**src/rtl/fetch_pkg.sv**
```systemverilog
// Shared types and constants for the decoupled instruction-fetch stage.
package fetch_pkg;
  localparam int XLEN_DEF = 32;
  localparam int ILEN_DEF = 32;
  localparam int PC_STEP  = ILEN_DEF / 8;

  typedef struct packed {
    logic [XLEN_DEF-1:0] pc;
    logic [ILEN_DEF-1:0] inst;
  } fetch_entry_t;

  function automatic int cntWidth(input int depth);
    return $clog2(depth + 1);
  endfunction
endpackage

```
**src/rtl/fetch_if.sv**
```systemverilog
// Memory request/response, redirect and decode-side handshake bundle of the fetch stage.
interface fetch_if
  import fetch_pkg::*;
#(
  parameter int XLEN = XLEN_DEF,
  parameter int ILEN = ILEN_DEF
);
  logic            redir_vld;
  logic [XLEN-1:0] redir_pc;
  logic            mem_req_vld;
  logic            mem_req_rdy;
  logic [XLEN-1:0] mem_addr;
  logic            mem_rsp_vld;
  logic [ILEN-1:0] mem_dat_out;
  logic            id_vld;
  logic            id_rdy;
  logic [ILEN-1:0] id_inst;
  logic [XLEN-1:0] id_pc;

  modport master (
    input  redir_vld, redir_pc, mem_req_rdy, mem_rsp_vld, mem_dat_out, id_rdy,
    output mem_req_vld, mem_addr, id_vld, id_inst, id_pc
  );

  modport slave (
    output redir_vld, redir_pc, mem_req_rdy, mem_rsp_vld, mem_dat_out, id_rdy,
    input  mem_req_vld, mem_addr, id_vld, id_inst, id_pc
  );
endinterface

```
**src/rtl/fetch_fifo.sv**
```systemverilog
// Generic synchronous FIFO with occupancy count and synchronous flush; DEPTH must be a power of 2.
module fetch_fifo
  import fetch_pkg::*;
#(
  parameter int WIDTH = 32,
  parameter int DEPTH = 4
) (
  input  logic                       clk,
  input  logic                       rst_n,
  input  logic                       flush_i,
  input  logic                       push_i,
  input  logic [WIDTH-1:0]           data_i,
  input  logic                       pop_i,
  output logic [WIDTH-1:0]           data_o,
  output logic [cntWidth(DEPTH)-1:0] count_o
);
  localparam int CW = cntWidth(DEPTH);
  localparam int PW = $clog2(DEPTH);

  logic [WIDTH-1:0] mem_q [DEPTH];
  logic [PW-1:0]    wrPtr_q, rdPtr_q;
  logic [CW-1:0]    count_q;
  logic             doPush, doPop;

  // A push into a full FIFO is only accepted when the head leaves in the same cycle.
  assign doPop  = pop_i && (count_q != '0);
  assign doPush = push_i && ((count_q != CW'(DEPTH)) || doPop);

  always_ff @(posedge clk or negedge rst_n) begin
    if (!rst_n) begin
      for (int i = 0; i < DEPTH; i++) mem_q[i] <= '0;
      wrPtr_q <= '0;
      rdPtr_q <= '0;
      count_q <= '0;
    end else if (flush_i) begin
      wrPtr_q <= '0;
      rdPtr_q <= '0;
      count_q <= '0;
    end else begin
      if (doPush) begin
        mem_q[wrPtr_q] <= data_i;
        wrPtr_q        <= wrPtr_q + PW'(1);
      end
      if (doPop) rdPtr_q <= rdPtr_q + PW'(1);
      count_q <= count_q + CW'(doPush) - CW'(doPop);
    end
  end

  assign data_o  = mem_q[rdPtr_q];
  assign count_o = count_q;
endmodule

```
**src/rtl/fetch_unit.sv**
```systemverilog
// Decoupled fetch stage: PC, credit-limited memory requests, in-flight PC FIFO and fetch queue.
// Define FETCH_ALIGN_CHK_EN to flag misaligned redirects on fetch_err instead of masking them.
module fetch_unit
  import fetch_pkg::*;
#(
  parameter int              XLEN     = XLEN_DEF,
  parameter int              ILEN     = ILEN_DEF,
  parameter logic [XLEN-1:0] RESET_PC = '0,
  parameter int              FQ_DEPTH = 4
) (
  input  logic    clk,
  input  logic    rst_n,
  fetch_if.master bus
`ifdef FETCH_ALIGN_CHK_EN
  ,
  output logic    fetch_err
`endif
);
  localparam int CW   = cntWidth(FQ_DEPTH);
  localparam int STEP = ILEN / 8;

  logic [XLEN-1:0] pc_q, pc_d;
  logic            started_q;
  logic [CW-1:0]   outst_q, outst_d, drop_q, drop_d;
  logic [CW-1:0]   fqCnt, ifCnt;
  logic [CW:0]     used;
  logic [XLEN-1:0] ifHead, redirTarget;
  logic            reqFire, rspOk, rspKeep, deq, halt;
  fetch_entry_t    fqIn, fqOut;

`ifdef FETCH_ALIGN_CHK_EN
  logic fetchErr_q;
  logic misaligned;

  assign misaligned  = (bus.redir_pc & XLEN'(STEP - 1)) != '0;
  assign redirTarget = bus.redir_pc;
  assign halt        = fetchErr_q;
  assign fetch_err   = fetchErr_q;

  always_ff @(posedge clk or negedge rst_n) begin
    if (!rst_n) fetchErr_q <= 1'b0;
    else if (bus.redir_vld) fetchErr_q <= misaligned;
  end
`else
  assign redirTarget = bus.redir_pc & ~XLEN'(STEP - 1);
  assign halt        = 1'b0;
`endif

  // outst counts every request not yet answered, including ones marked for discard.
  assign used            = {1'b0, outst_q} + {1'b0, fqCnt};
  assign bus.mem_req_vld = started_q && !bus.redir_vld && !halt && (used < (CW+1)'(FQ_DEPTH));
  assign bus.mem_addr    = pc_q;
  assign reqFire         = bus.mem_req_vld && bus.mem_req_rdy;
  assign rspOk           = bus.mem_rsp_vld && (outst_q != '0);
  assign rspKeep         = rspOk && !bus.redir_vld && (drop_q == '0) && (ifCnt != '0);
  assign deq             = bus.id_vld && bus.id_rdy;

  always_comb begin
    pc_d    = pc_q;
    drop_d  = drop_q;
    outst_d = outst_q + CW'(reqFire) - CW'(rspOk);
    if (reqFire) pc_d = pc_q + XLEN'(STEP);
    if (bus.redir_vld) begin
      pc_d   = redirTarget;
      drop_d = outst_d;
    end else if (rspOk && (drop_q != '0)) begin
      drop_d = drop_q - CW'(1);
    end
  end

  always_ff @(posedge clk or negedge rst_n) begin
    if (!rst_n) begin
      pc_q      <= RESET_PC;
      started_q <= 1'b0;
      outst_q   <= '0;
      drop_q    <= '0;
    end else begin
      pc_q      <= pc_d;
      started_q <= 1'b1;
      outst_q   <= outst_d;
      drop_q    <= drop_d;
    end
  end

  fetch_fifo #(.WIDTH(XLEN), .DEPTH(FQ_DEPTH)) u_inflight (
    .clk     (clk),
    .rst_n   (rst_n),
    .flush_i (bus.redir_vld),
    .push_i  (reqFire),
    .data_i  (pc_q),
    .pop_i   (rspKeep),
    .data_o  (ifHead),
    .count_o (ifCnt)
  );

  assign fqIn.pc   = ifHead;
  assign fqIn.inst = bus.mem_dat_out;

  fetch_fifo #(.WIDTH($bits(fetch_entry_t)), .DEPTH(FQ_DEPTH)) u_fq (
    .clk     (clk),
    .rst_n   (rst_n),
    .flush_i (bus.redir_vld),
    .push_i  (rspKeep),
    .data_i  (fqIn),
    .pop_i   (deq),
    .data_o  (fqOut),
    .count_o (fqCnt)
  );

  assign bus.id_vld  = fqCnt != '0;
  assign bus.id_inst = fqOut.inst;
  assign bus.id_pc   = fqOut.pc;
endmodule

```
**src/flat_wrapper.sv**
```systemverilog
// flat-port wrapper written by rule: the top's interface ports become plain ports
module fetch_unit_flat import fetch_pkg::*;
#(
  parameter int              XLEN     = XLEN_DEF,
  parameter int              ILEN     = ILEN_DEF,
  parameter logic [XLEN-1:0] RESET_PC = '0,
  parameter int              FQ_DEPTH = 4
)
  (clk, rst_n, bus_redir_vld, bus_redir_pc, bus_mem_req_rdy, bus_mem_rsp_vld, bus_mem_dat_out, bus_id_rdy, bus_mem_req_vld, bus_mem_addr, bus_id_vld, bus_id_inst, bus_id_pc);
  fetch_if #(.XLEN(XLEN), .ILEN(ILEN)) bus_i ();
  input  logic clk;
  input  logic rst_n;
  input wire logic [$bits(bus_i.redir_vld)-1:0] bus_redir_vld;
  input wire logic [$bits(bus_i.redir_pc)-1:0] bus_redir_pc;
  input wire logic [$bits(bus_i.mem_req_rdy)-1:0] bus_mem_req_rdy;
  input wire logic [$bits(bus_i.mem_rsp_vld)-1:0] bus_mem_rsp_vld;
  input wire logic [$bits(bus_i.mem_dat_out)-1:0] bus_mem_dat_out;
  input wire logic [$bits(bus_i.id_rdy)-1:0] bus_id_rdy;
  output wire logic [$bits(bus_i.mem_req_vld)-1:0] bus_mem_req_vld;
  output wire logic [$bits(bus_i.mem_addr)-1:0] bus_mem_addr;
  output wire logic [$bits(bus_i.id_vld)-1:0] bus_id_vld;
  output wire logic [$bits(bus_i.id_inst)-1:0] bus_id_inst;
  output wire logic [$bits(bus_i.id_pc)-1:0] bus_id_pc;
  assign bus_i.redir_vld = bus_redir_vld;
  assign bus_i.redir_pc = bus_redir_pc;
  assign bus_i.mem_req_rdy = bus_mem_req_rdy;
  assign bus_i.mem_rsp_vld = bus_mem_rsp_vld;
  assign bus_i.mem_dat_out = bus_mem_dat_out;
  assign bus_i.id_rdy = bus_id_rdy;
  assign bus_mem_req_vld = bus_i.mem_req_vld;
  assign bus_mem_addr = bus_i.mem_addr;
  assign bus_id_vld = bus_i.id_vld;
  assign bus_id_inst = bus_i.id_inst;
  assign bus_id_pc = bus_i.id_pc;
  fetch_unit #(.XLEN(XLEN), .ILEN(ILEN), .RESET_PC(RESET_PC), .FQ_DEPTH(FQ_DEPTH)) u_core (.clk(clk), .rst_n(rst_n), .bus(bus_i));
endmodule
```
**config.mk**
```make
export PLATFORM = sky130hd
export DESIGN_NAME = fetch_unit_flat
export DESIGN_NICKNAME = d
export VERILOG_FILES = /design/src/rtl/fetch_pkg.sv /design/src/rtl/fetch_if.sv /design/src/rtl/fetch_fifo.sv /design/src/rtl/fetch_unit.sv /design/src/flat_wrapper.sv
export SDC_FILE = /design/constraint.sdc
export NUM_CORES = 1
export LEC_CHECK = 0
export CORE_ASPECT_RATIO = 1.4
export CORE_MARGIN = 3
export CORE_UTILIZATION = 25
export CTS_BUF_LIST = sky130_fd_sc_hd__clkbuf_4 sky130_fd_sc_hd__clkbuf_8
export DETAILED_ROUTE_END_ITERATION = 12
export GPL_TIMING_DRIVEN = 0
export SYNTH_ARGS = -nofsm -noshare
export SYNTH_HDL_FRONTEND = slang
export SYNTH_SLANG_ARGS = --single-unit
```
**constraint.sdc**
```tcl
create_clock -name clk -period 2.7 [get_ports clk]
set_input_delay 0.54 -clock clk [delete_from_list [all_inputs] [get_ports clk]]
set_output_delay 0.54 -clock clk [all_outputs]
set_load 0.05 [all_outputs]
```
# Word-level counts from Yosys, hierarchy flattened
# Cells that the tools add are included.
totals:
  register_bits: 437
  input_bits: 70
  out_inout_bits: 98
classes:
  n_addsub: 13
  muxes: 26
  reduce_logical: 31
  magnitude_cmp: 7
  n_bitwise: 5
  eq_ne: 2
op_table:
  columns: ["op", "n"]
  rows:
  - ["256-bit bitwise mux", 1]
  - ["64-bit two-way mux", 3]
  - ["32-bit two-way mux", 5]
  - ["64-bit binary-select mux with 2-bit select", 1]
  - ["128-bit bitwise mux", 1]
  - ["64-bit demux with 2-bit select", 1]
  - ["32-bit binary-select mux with 2-bit select", 1]
  - ["32-bit demux with 2-bit select", 1]
  - ["32-bit by 3-bit adder with 32-bit output, second input constant", 1]
  - ["2-bit two-way mux", 8]
  - ["1-bit logical AND", 15]
  - ["3-bit greater-or-equal comparator, second input constant", 4]
  - ["3-bit two-way mux", 4]
  - ["2-bit inverter with 3-bit output", 4]
  - ["2-bit nonzero test", 6]
  - ["3-bit nonzero test", 4]
  - ["3-bit by 1-bit adder with 3-bit output", 3]
  - ["3-bit by 1-bit subtractor with 3-bit output", 3]
  - ["2-bit by 1-bit adder with 2-bit output, second input constant", 4]
  - ["3-bit by 1-bit < comparator with 1-bit output, second input constant", 2]
  - ["3-bit inequality test, second input constant", 2]
  - ["3-bit by 3-bit adder with 4-bit output", 1]
  - ["4-bit by 3-bit < comparator with 1-bit output, second input constant", 1]
  - ["2-bit AND reduction", 2]
  - ["other kinds (5)", 6]

# Logic depth before layout (Yosys ltp)
depth:
  word_depth: 11
  mapped_depth: 15
  mapped_depth_nobuf: 14

# By module
# A second synthesis with hierarchy kept.
unflattened:
  cells_unflattened: 1290
  hier_area_um2: 20488.4
modules_own_cells:
  columns: ["module", "n_inst", "area_each_um2", "cells_each", "seq_area_each_um2"]
  rows:
  - ["fetch_fifo at u_core.u_fq", 1, 12206.7, 661, 6581.3]
  - ["fetch_fifo at u_core.u_inflight", 1, 5941.9, 355, 3378.2]
  - ["fetch_unit", 1, 2339.7, 274, 925.9]

# Worst setup path after synthesis
# No wires, ideal clock.
synth_timing:
  kind: "reg-to-reg"
  start: "reg u_core.u_fq.count_q[1], in the netlist u_core.u_fq.count_o[1]"
  end: "reg u_core.u_inflight.count_q[2], in the netlist u_core.u_inflight.count_o[2]"
  synth_period_minus_slack_ps: 2733
  path_stages_with_launch: 16
  required_time_ps: 2568
  n_path_buf: 1
  setup_ps: 132
  arrival_ps: 2601
  path_slack_ps: -33
  path_cell_list: "dfrtp_1 ha_1 nand3_1 nand4_2 inv_2 and2_1 buf_2 inv_1 ha_1 inv_1 ha_1 inv_1 fa_1 xor2_1 xnor2_1 nor2_1"
synth_between:
  elab_chain_len: 8
synth_lines:
  columns: ["item", "line", "source"]
  rows:
  - ["start: declaration", "fetch_fifo.sv:22", "logic [CW-1:0] count_q;"]
  - ["start signal: assignment", "fetch_fifo.sv:45", "count_q <= count_q + CW'(doPush) - CW'(doPop);"]
  - ["3-bit by 3-bit adder with 4-bit output", "fetch_unit.sv:50", "assign used = {1'b0, outst_q} + {1'b0, fqCnt};"]
  - ["4-bit by 3-bit < comparator with 1-bit output", "fetch_unit.sv:51", "assign bus.mem_req_vld = started_q && !bus.redir_vld && !halt && (used < (CW+1)'(FQ_DEPTH));"]
  - ["1-bit logical AND", "fetch_unit.sv:51", null]
  - ["1-bit logical AND", "fetch_unit.sv:53", "assign reqFire = bus.mem_req_vld && bus.mem_req_rdy;"]
  - ["1-bit logical AND", "fetch_fifo.sv:27", "assign doPush = push_i && ((count_q != CW'(DEPTH)) || doPop);"]
  - ["3-bit by 1-bit adder with 3-bit output", "fetch_fifo.sv:45", null]
  - ["3-bit by 1-bit subtractor with 3-bit output", "fetch_fifo.sv:45", null]
  - ["3-bit two-way mux", "fetch_fifo.sv:35", "end else if (flush_i) begin"]
  - ["end signal: assignment", "fetch_fifo.sv:45", null]
  - ["end: declaration", "fetch_fifo.sv:22", null]
# No other way between the ends.
# A chain may end at the register's enable or synchronous reset.

# Final worst setup path
layout_timing:
  start: "reg u_core.u_fq.rdPtr_q[0]"
  end: "out bus_id_pc[21]"
layout_between:
  elab_chain_len: 4
layout_lines:
  columns: ["item", "line", "source"]
  rows:
  - ["start: declaration", "fetch_fifo.sv:21", "logic [PW-1:0] wrPtr_q, rdPtr_q;"]
  - ["start signal: assignment", "fetch_fifo.sv:44", "if (doPop) rdPtr_q <= rdPtr_q + PW'(1);"]
  - ["2-bit inverter with 3-bit output (implied by the code)", "fetch_fifo.sv:49", "assign data_o = mem_q[rdPtr_q];"]
  - ["64-bit binary-select mux with 2-bit select", "fetch_fifo.sv:49", null]
  - ["64-bit two-way mux (implied by the code) (2 in a row)", "fetch_fifo.sv:49", null]
  - ["end: declaration", "flat_wrapper.sv:23", "output wire logic [$bits(bus_i.id_pc)-1:0] bus_id_pc;"]
# No other way between the ends. The select of a mux whose other input is x is not followed.

==> results_dict.tcl <==
set metrics [dict create \
    syn_inst 1254 \
    drc 0 \
    critPathMaxFanout 6 \
    async_reset_ff_share_pct 100 \
    pre_cts_ws_ns -0.985 \
    fp.dieW_um 245 \
    htree_levels 3 \
    hpwl_mm 35.0 \
    tightestPinTransition_ns 0.991 \
    drtIter0Drc 551 \
    coreArea_um2 79200 \
    ys.flop_type "dfrtp_1" \
    critical_path_class "register to primary output" \
    port_buffers 161 \
    cp_data_arrival_time_ns 2.19 \
    setup_viol 14 \
    syn_area_per_cell_um2 16.0 \
    clk_latency_ns 0.66 \
    viasPerCell 4.47 \
    yosys-top-cells-area "dfrtp_1, mux2_4, mux4_2" \
    antenna_found_initial 2 \
    fin_total_pwr_uw 21800 \
    p_per_area_nw_per_um2 857 \
    dieArea_um2 83600 \
    syn-cell-area_um2 20000 \
    cts_sinks 419 \
    cts_tree "yes" \
    critPathLaunchType "register" \
    cp-end-kind "primary output" \
    drtAntennaViolNets 0 \
    areaGrowthSynthToFinish_pct 27.0 \
    worst_slack_ns -0.0299 \
    overflow 0 \
    worstRegToRegCells 15 \
    gp_congestion 0.790 \
    multiInputGateArea_um2 8970 \
    violations "setup timing" \
    ctsLongestPathBuffers 3 \
    grt_pass1_vias 13302 \
    required_ns 2.16 \
    yosys.area.top_type "dfrtp_1" \
    synthDistinctLibCells 52 \
    synth_seq_cells 419 \
    yosysWarnings 0 \
    vias 11809 \
    ir_worst_vdd_uv 549 \
    path_clk_slew_ns 0.06 \
    nFillCells 7731 \
    io-pin-count 168 \
    maxCapViolCount 0 \
    grt_max_degree 127 \
    cts_root_buf "clkbuf_8" \
    synth-edff-count 0 \
    yosysMostFrequentCell "dfrtp_1" \
    fin_crit_sh_pct 101 \
    r2r_start "u_core.outst_q[2]" \
    routed_wl_mm 52.0 \
    fin_nets 1617 \
    first_pass_iters 5 \
    rsz0062_at_grt "yes" \
    initial_core_util_pct 25.3 \
    timing.fmax_mhz 366 \
    max_slew_margin_pct 34.0 \
    rrSetupSlack_ns 0.05 \
    seq_area_um2 10500 \
    ys_seq_area_share_pct 52.4 \
    status "complete, but fails checks" \
    hold_class "input pin to async pin" \
    track_usage_pct 12.6 \
    wire_per_inst_um 19.7 \
    min_period_ns 2.73 \
    die_h_um 341 \
    power_leakage_uw 0.0123 \
    synth_top_area_share_pct 52.4 \
    cts_buffers 77 \
    maxSlewViolCount 0 \
    rows 122 \
    synth_commonest_cells "dfrtp_1, mux2_4, mux2_2" \
    hold_viol_final 0 \
    r2r_end "u_core.u_inflight.count_o[2]" \
    clock_skew_ns 0.0351 \
    grt_pass1_wl_mm 81.8 \
    drive_gt1_share_pct 49.3 \
]
==> placed cells by master (no fill, tap or decap), types with 7 or more instances in the layout <==
| cell type | count |
|---|---|
| mux2_1 | 7 |
| nor2_1 | 23 |
| clkbuf_8 | 108 |
| mux2_4 | 240 |
| inv_1 | 18 |
| clkdlybuf4s50_1 | 87 |
| buf_4 | 44 |
| dfrtp_1 | 414 |
| nand4_1 | 13 |
| a21oi_1 | 7 |
| mux2i_1 | 7 |
| ha_1 | 15 |
| clkbuf_1 | 29 |
| o21ai_0 | 26 |
| buf_6 | 73 |
| dlygate4sd2_1 | 10 |
| mux2_2 | 121 |
| mux4_2 | 92 |
| clkbuf_4 | 23 |
| xor2_1 | 8 |
| buf_12 | 8 |
| nand2_1 | 46 |
| nand3_1 | 27 |
==> repair_timing <==
action | CTS | global route
pin swaps | 10 | 5
hold buffers | 1 | 0
endpoints found under the setup margin | 81 | 61
setup buffers | 19 | 6
hold endpoints to repair | 69 | 0
resized for setup | 493 | 27
cloned | 2 | 1
==> critical path, stage by stage, from the launching register on <==
cell,delay (ns)
dfrtp_4,0.44
buf_12,0.16
buf_16,0.14
mux4_2,0.59
buf_8,0.19
==> worst max-delay path by stage <==
stage / slack (ns) / cells after the start / end / start
global route: -0.13 / 4 / bus_id_pc[11] / u_core.u_fq.rdPtr_q[0]
global placement: -16.57 / 1 / u_core.u_inflight.mem_q[28] / rst_n
CTS: -0.16 / 4 / bus_id_pc[21] / u_core.u_fq.rdPtr_q[0]
floorplan: 0.009 / 15 / u_core.u_inflight.count_o[2] / u_core.outst_q[2]
detailed placement: -0.99 / 12 / u_core.drop_q[2] / bus_redir_vld
finish: -0.03 / 4 / bus_id_pc[21] / u_core.u_fq.rdPtr_q[0]
==> state kept, by name, indices dropped and copies added, names as in the netlist <==
name	count
u_core.bus.mem_addr	30
u_core.u_fq.wrPtr_q	2
u_core.started_q	1
u_core.u_fq.mem_q	248
u_core.outst_q	3
u_core.u_inflight.count_o	3
u_core.u_inflight.wrPtr_q	2
u_core.u_inflight.mem_q	120
u_core.u_inflight.rdPtr_q	2
u_core.drop_q	3
u_core.u_fq.count_o	3
u_core.u_fq.rdPtr_q	2
==> layer usage <==
layer	track usage, %	up-vias	routed length [um]
li1	-	5171	-
met1	15.9	6230	22000
met2	21.6	311	26200
met3	2.53	97	2490
met4	4.07	0	1310
met5	0	-	0
==> metrics by stage <==
stage	hold WS, ns	area [um2]	std cells	utilization [%]	TNS [ns]
4_1_cts	0.368	25300	2636	31.9	-4.89
3_5_place_dp	0.480	23100	2475	29.1	-124.69
6_report	0.436	25400	2642	32.1	-0.199
2_1_floorplan	0.244	20000	1257	-	0
5_1_grt	0.425	25400	2642	32.1	-3.79
3_3_place_gp	0.469	23000	2472	29.0	-7028.32
==> where the power goes <==
| group | leakage [uW] | total, uW | internal (uW) | switching, uW |
|---|---|---|---|---|
| registers | 0.00571 | 7890 | 7270 | 618 |
| logic | 0.00564 | 7060 | 3300 | 3760 |
| clock network | 0.000934 | 6830 | 3980 | 2850 |
| total | 0.0123 | 21800 | 14600 | 7230 |
==> logic make-up (layout without fill, tap and decap cells) <==
group | after synthesis | count (layout) | share of synthesized area (%)
AO/OA/AOI/OAI | 65 | 65 | 2.16
XOR/XNOR | 15 | 15 | 0.656
adder cells (fa/ha/maj) | 22 | 22 | 1.49
buffers and inverters | 118 | 448 | 3.51
flip-flops | 419 | 419 | 52.4
multiplexers | 467 | 467 | 35.9
other | 2 | 6 | 0.0375
AND/OR/NAND/NOR | 146 | 146 | 3.87
==> area by class of cell <==
class | count | area share (%)
well taps | 1054 | 5.19
flip-flops and latches | 419 | 41.3
diodes | 1 | 0.00985
plain buffers | 92 | 3.00
clock buffers | 125 | 6.30
inverters | 24 | 0.384
clock inverters | 16 | 0.670
repair buffers | 191 | 7.85
multi-input cells | 720 | 35.3
Note: power is estimated with default switching activity, not from simulation.
==> variant: new RTL, same settings <==
`FQ_DEPTH` is set to 4 in 2 places; all go to 8.
--- a/src/rtl/fetch_unit.sv
+++ b/src/rtl/fetch_unit.sv
@@ -6,7 +6,7 @@
   parameter int              XLEN     = XLEN_DEF,
   parameter int              ILEN     = ILEN_DEF,
   parameter logic [XLEN-1:0] RESET_PC = '0,
-  parameter int              FQ_DEPTH = 4
+  parameter int              FQ_DEPTH = 8
 ) (
   input  logic    clk,
   input  logic    rst_n,
--- a/src/flat_wrapper.sv
+++ b/src/flat_wrapper.sv
@@ -4,7 +4,7 @@
   parameter int              XLEN     = XLEN_DEF,
   parameter int              ILEN     = ILEN_DEF,
   parameter logic [XLEN-1:0] RESET_PC = '0,
-  parameter int              FQ_DEPTH = 4
+  parameter int              FQ_DEPTH = 8
 )
   (clk, rst_n, bus_redir_vld, bus_redir_pc, bus_mem_req_rdy, bus_mem_rsp_vld, bus_mem_dat_out, bus_id_rdy, bus_mem_req_vld, bus_mem_addr, bus_id_vld, bus_id_inst, bus_id_pc);
   fetch_if #(.XLEN(XLEN), .ILEN(ILEN)) bus_i ();
Check against the original RTL: not settled (the Yosys comparison gave no result); the edit may change what the design does.
==> variant against the original RTL <==
Highest routed layer unchanged. Synthesized cell count is 110% higher. Register-to-register slack worse by 0.30 ns. Routed wire length is 130% higher. Clock power is 73% higher. Critical path type unchanged. Final area is 97% higher. Area after synthesis is 80% higher. The flow still finishes with violations (setup timing). Largest cell class unchanged. Total power is 59% higher. Setup slack worse by 0.56 ns. Utilization is 2.9 points higher. Sequential cell count is 376 higher.
==> variant: results (changes against the original RTL) <==
| Metric | Value |
|---|---|
| Largest net degree at the start of global routing | 124 (was 127) |
| Repair and plain buffers | 551 (was 283) |
| M3 GR Usage | 0.0288 (was 0.0253) |
| Failing checks | setup timing (unchanged) |
| Nets | 3190 (was 1617) |
| Met1 Usage GRT | 0.189 (was 0.159) |
| Drt first-iter violations | 1887 (was 551) |
| Worst path max stage delay | 0.44 ns (was 0.59 ns) |
| Outcome | complete, but fails checks (unchanged) |
| Register area | 19900 um^2 (was 10500 um^2) |
| Max-slew headroom | 0.145 (was 0.340) |
| CP Max Fanout | 7 (was 6) |
| Clk_lat worst skew | 0.83 ns (was 0.66 ns) |
| Global-route wire length before repair | 170000 um (was 81800 um) |
| Routed len/inst | 23.0 um (was 19.7 um) |
| Setup TNS | -95.68 ns (was -0.199 ns) |
| Hold WC Path Type | input pin to flop (was input pin to asynchronous set/reset pin) |
| Signal inverters | 30 (was 24) |
| Dpl cell area | 40300 um^2 (was 23100 um^2) |
| Layout clock buffers | 226 (was 125) |
| Clk cell area share | 0.0596 (was 0.0697) |
| Setup Skew | 0.0475 ns (was 0.0351 ns) |
| Post-route setup slack | -0.592 ns (was -0.0299 ns) |
| #MultiIn Comb | 1571 (was 720) |
| Signal buf overhead | 0.150 (was 0.109) |
| Setup violators final | 746 (was 14) |
| Fraction of area in multi-input gates | 0.342 (was 0.353) |
| Port buffer count | 160 (was 161) |
| Post-Syn Instances | 2600 (was 1254) |
| CTS resizes | 1138 (was 493) |
| Setup repair bufs after CTS | 80 (was 19) |
| Max FFs per register | 496 (was 248) |
| Vias | 24614 (was 11809) |
| GPL Wtd Cong | 0.786 (was 0.790) |
| Met2 routed WL | 59100 um (was 26200 um) |
| FF+latch count | 795 (was 419) |
==> variant: cell count changes in the layout (fill, tap and decap cells not counted), moves of 36 or more <==
cell       before  now
o21ai_2         0   54
clkbuf_4       23   66
clkbuf_8      108  180
o21ai_1         0   50
mux4_2         92  184
dfrtp_1       414  791
buf_12          8  102
o21ai_0        26  136
clkbuf_16       1   41
mux2_2        121  309
nand2_2         0   36
nand2_1        46  191
buf_8           6   45
==> variant: tightest hold or removal path, cell delays in order <==
cell,delay (ns)
buf_8,0.13
inv_1,0.07
mux2_2,0.14
==> variant: cell families after synthesis <==
group,count (synthesis),synth area share
simple gates,414,0.0495
buf+inv,237,0.0297
compound gates,325,0.0492
fa+ha+maj,30,0.0111
mux,777,0.303
flops,795,0.553
xor+xnor,20,0.00487
other cells,2,0.000209
==> variant: worst paths after layout <==
path | from | endpoint | slack, ns | depth (start not counted)
worst max-delay path | u_core.u_fq.rdPtr_q[0] | bus_id_pc[19] | -0.59 | 7
worst min-delay path | bus_redir_vld | u_core.bus.mem_addr[8] | 0.12 | 3
min in group asynchronous | rst_n | u_core.u_fq.mem_q[73] | 0.28 | 2
worst min register to register | u_core.u_fq.mem_q[434] | u_core.u_fq.mem_q[434] | 0.47 | 2
worst max register to register | u_core.drop_q[0] | u_core.u_fq.count_o[1] | -0.25 | 13
max in group asynchronous | rst_n | u_core.u_inflight.mem_q[240] | 0.40 | 5
==> variant: power breakdown <==
group	switching, W	total [W]	internal [W]
registers	0.000574	0.0133	0.0127
logic	0.00511	0.00952	0.00441
clock network	0.00523	0.0118	0.00656
total	0.0109	0.0346	0.0237
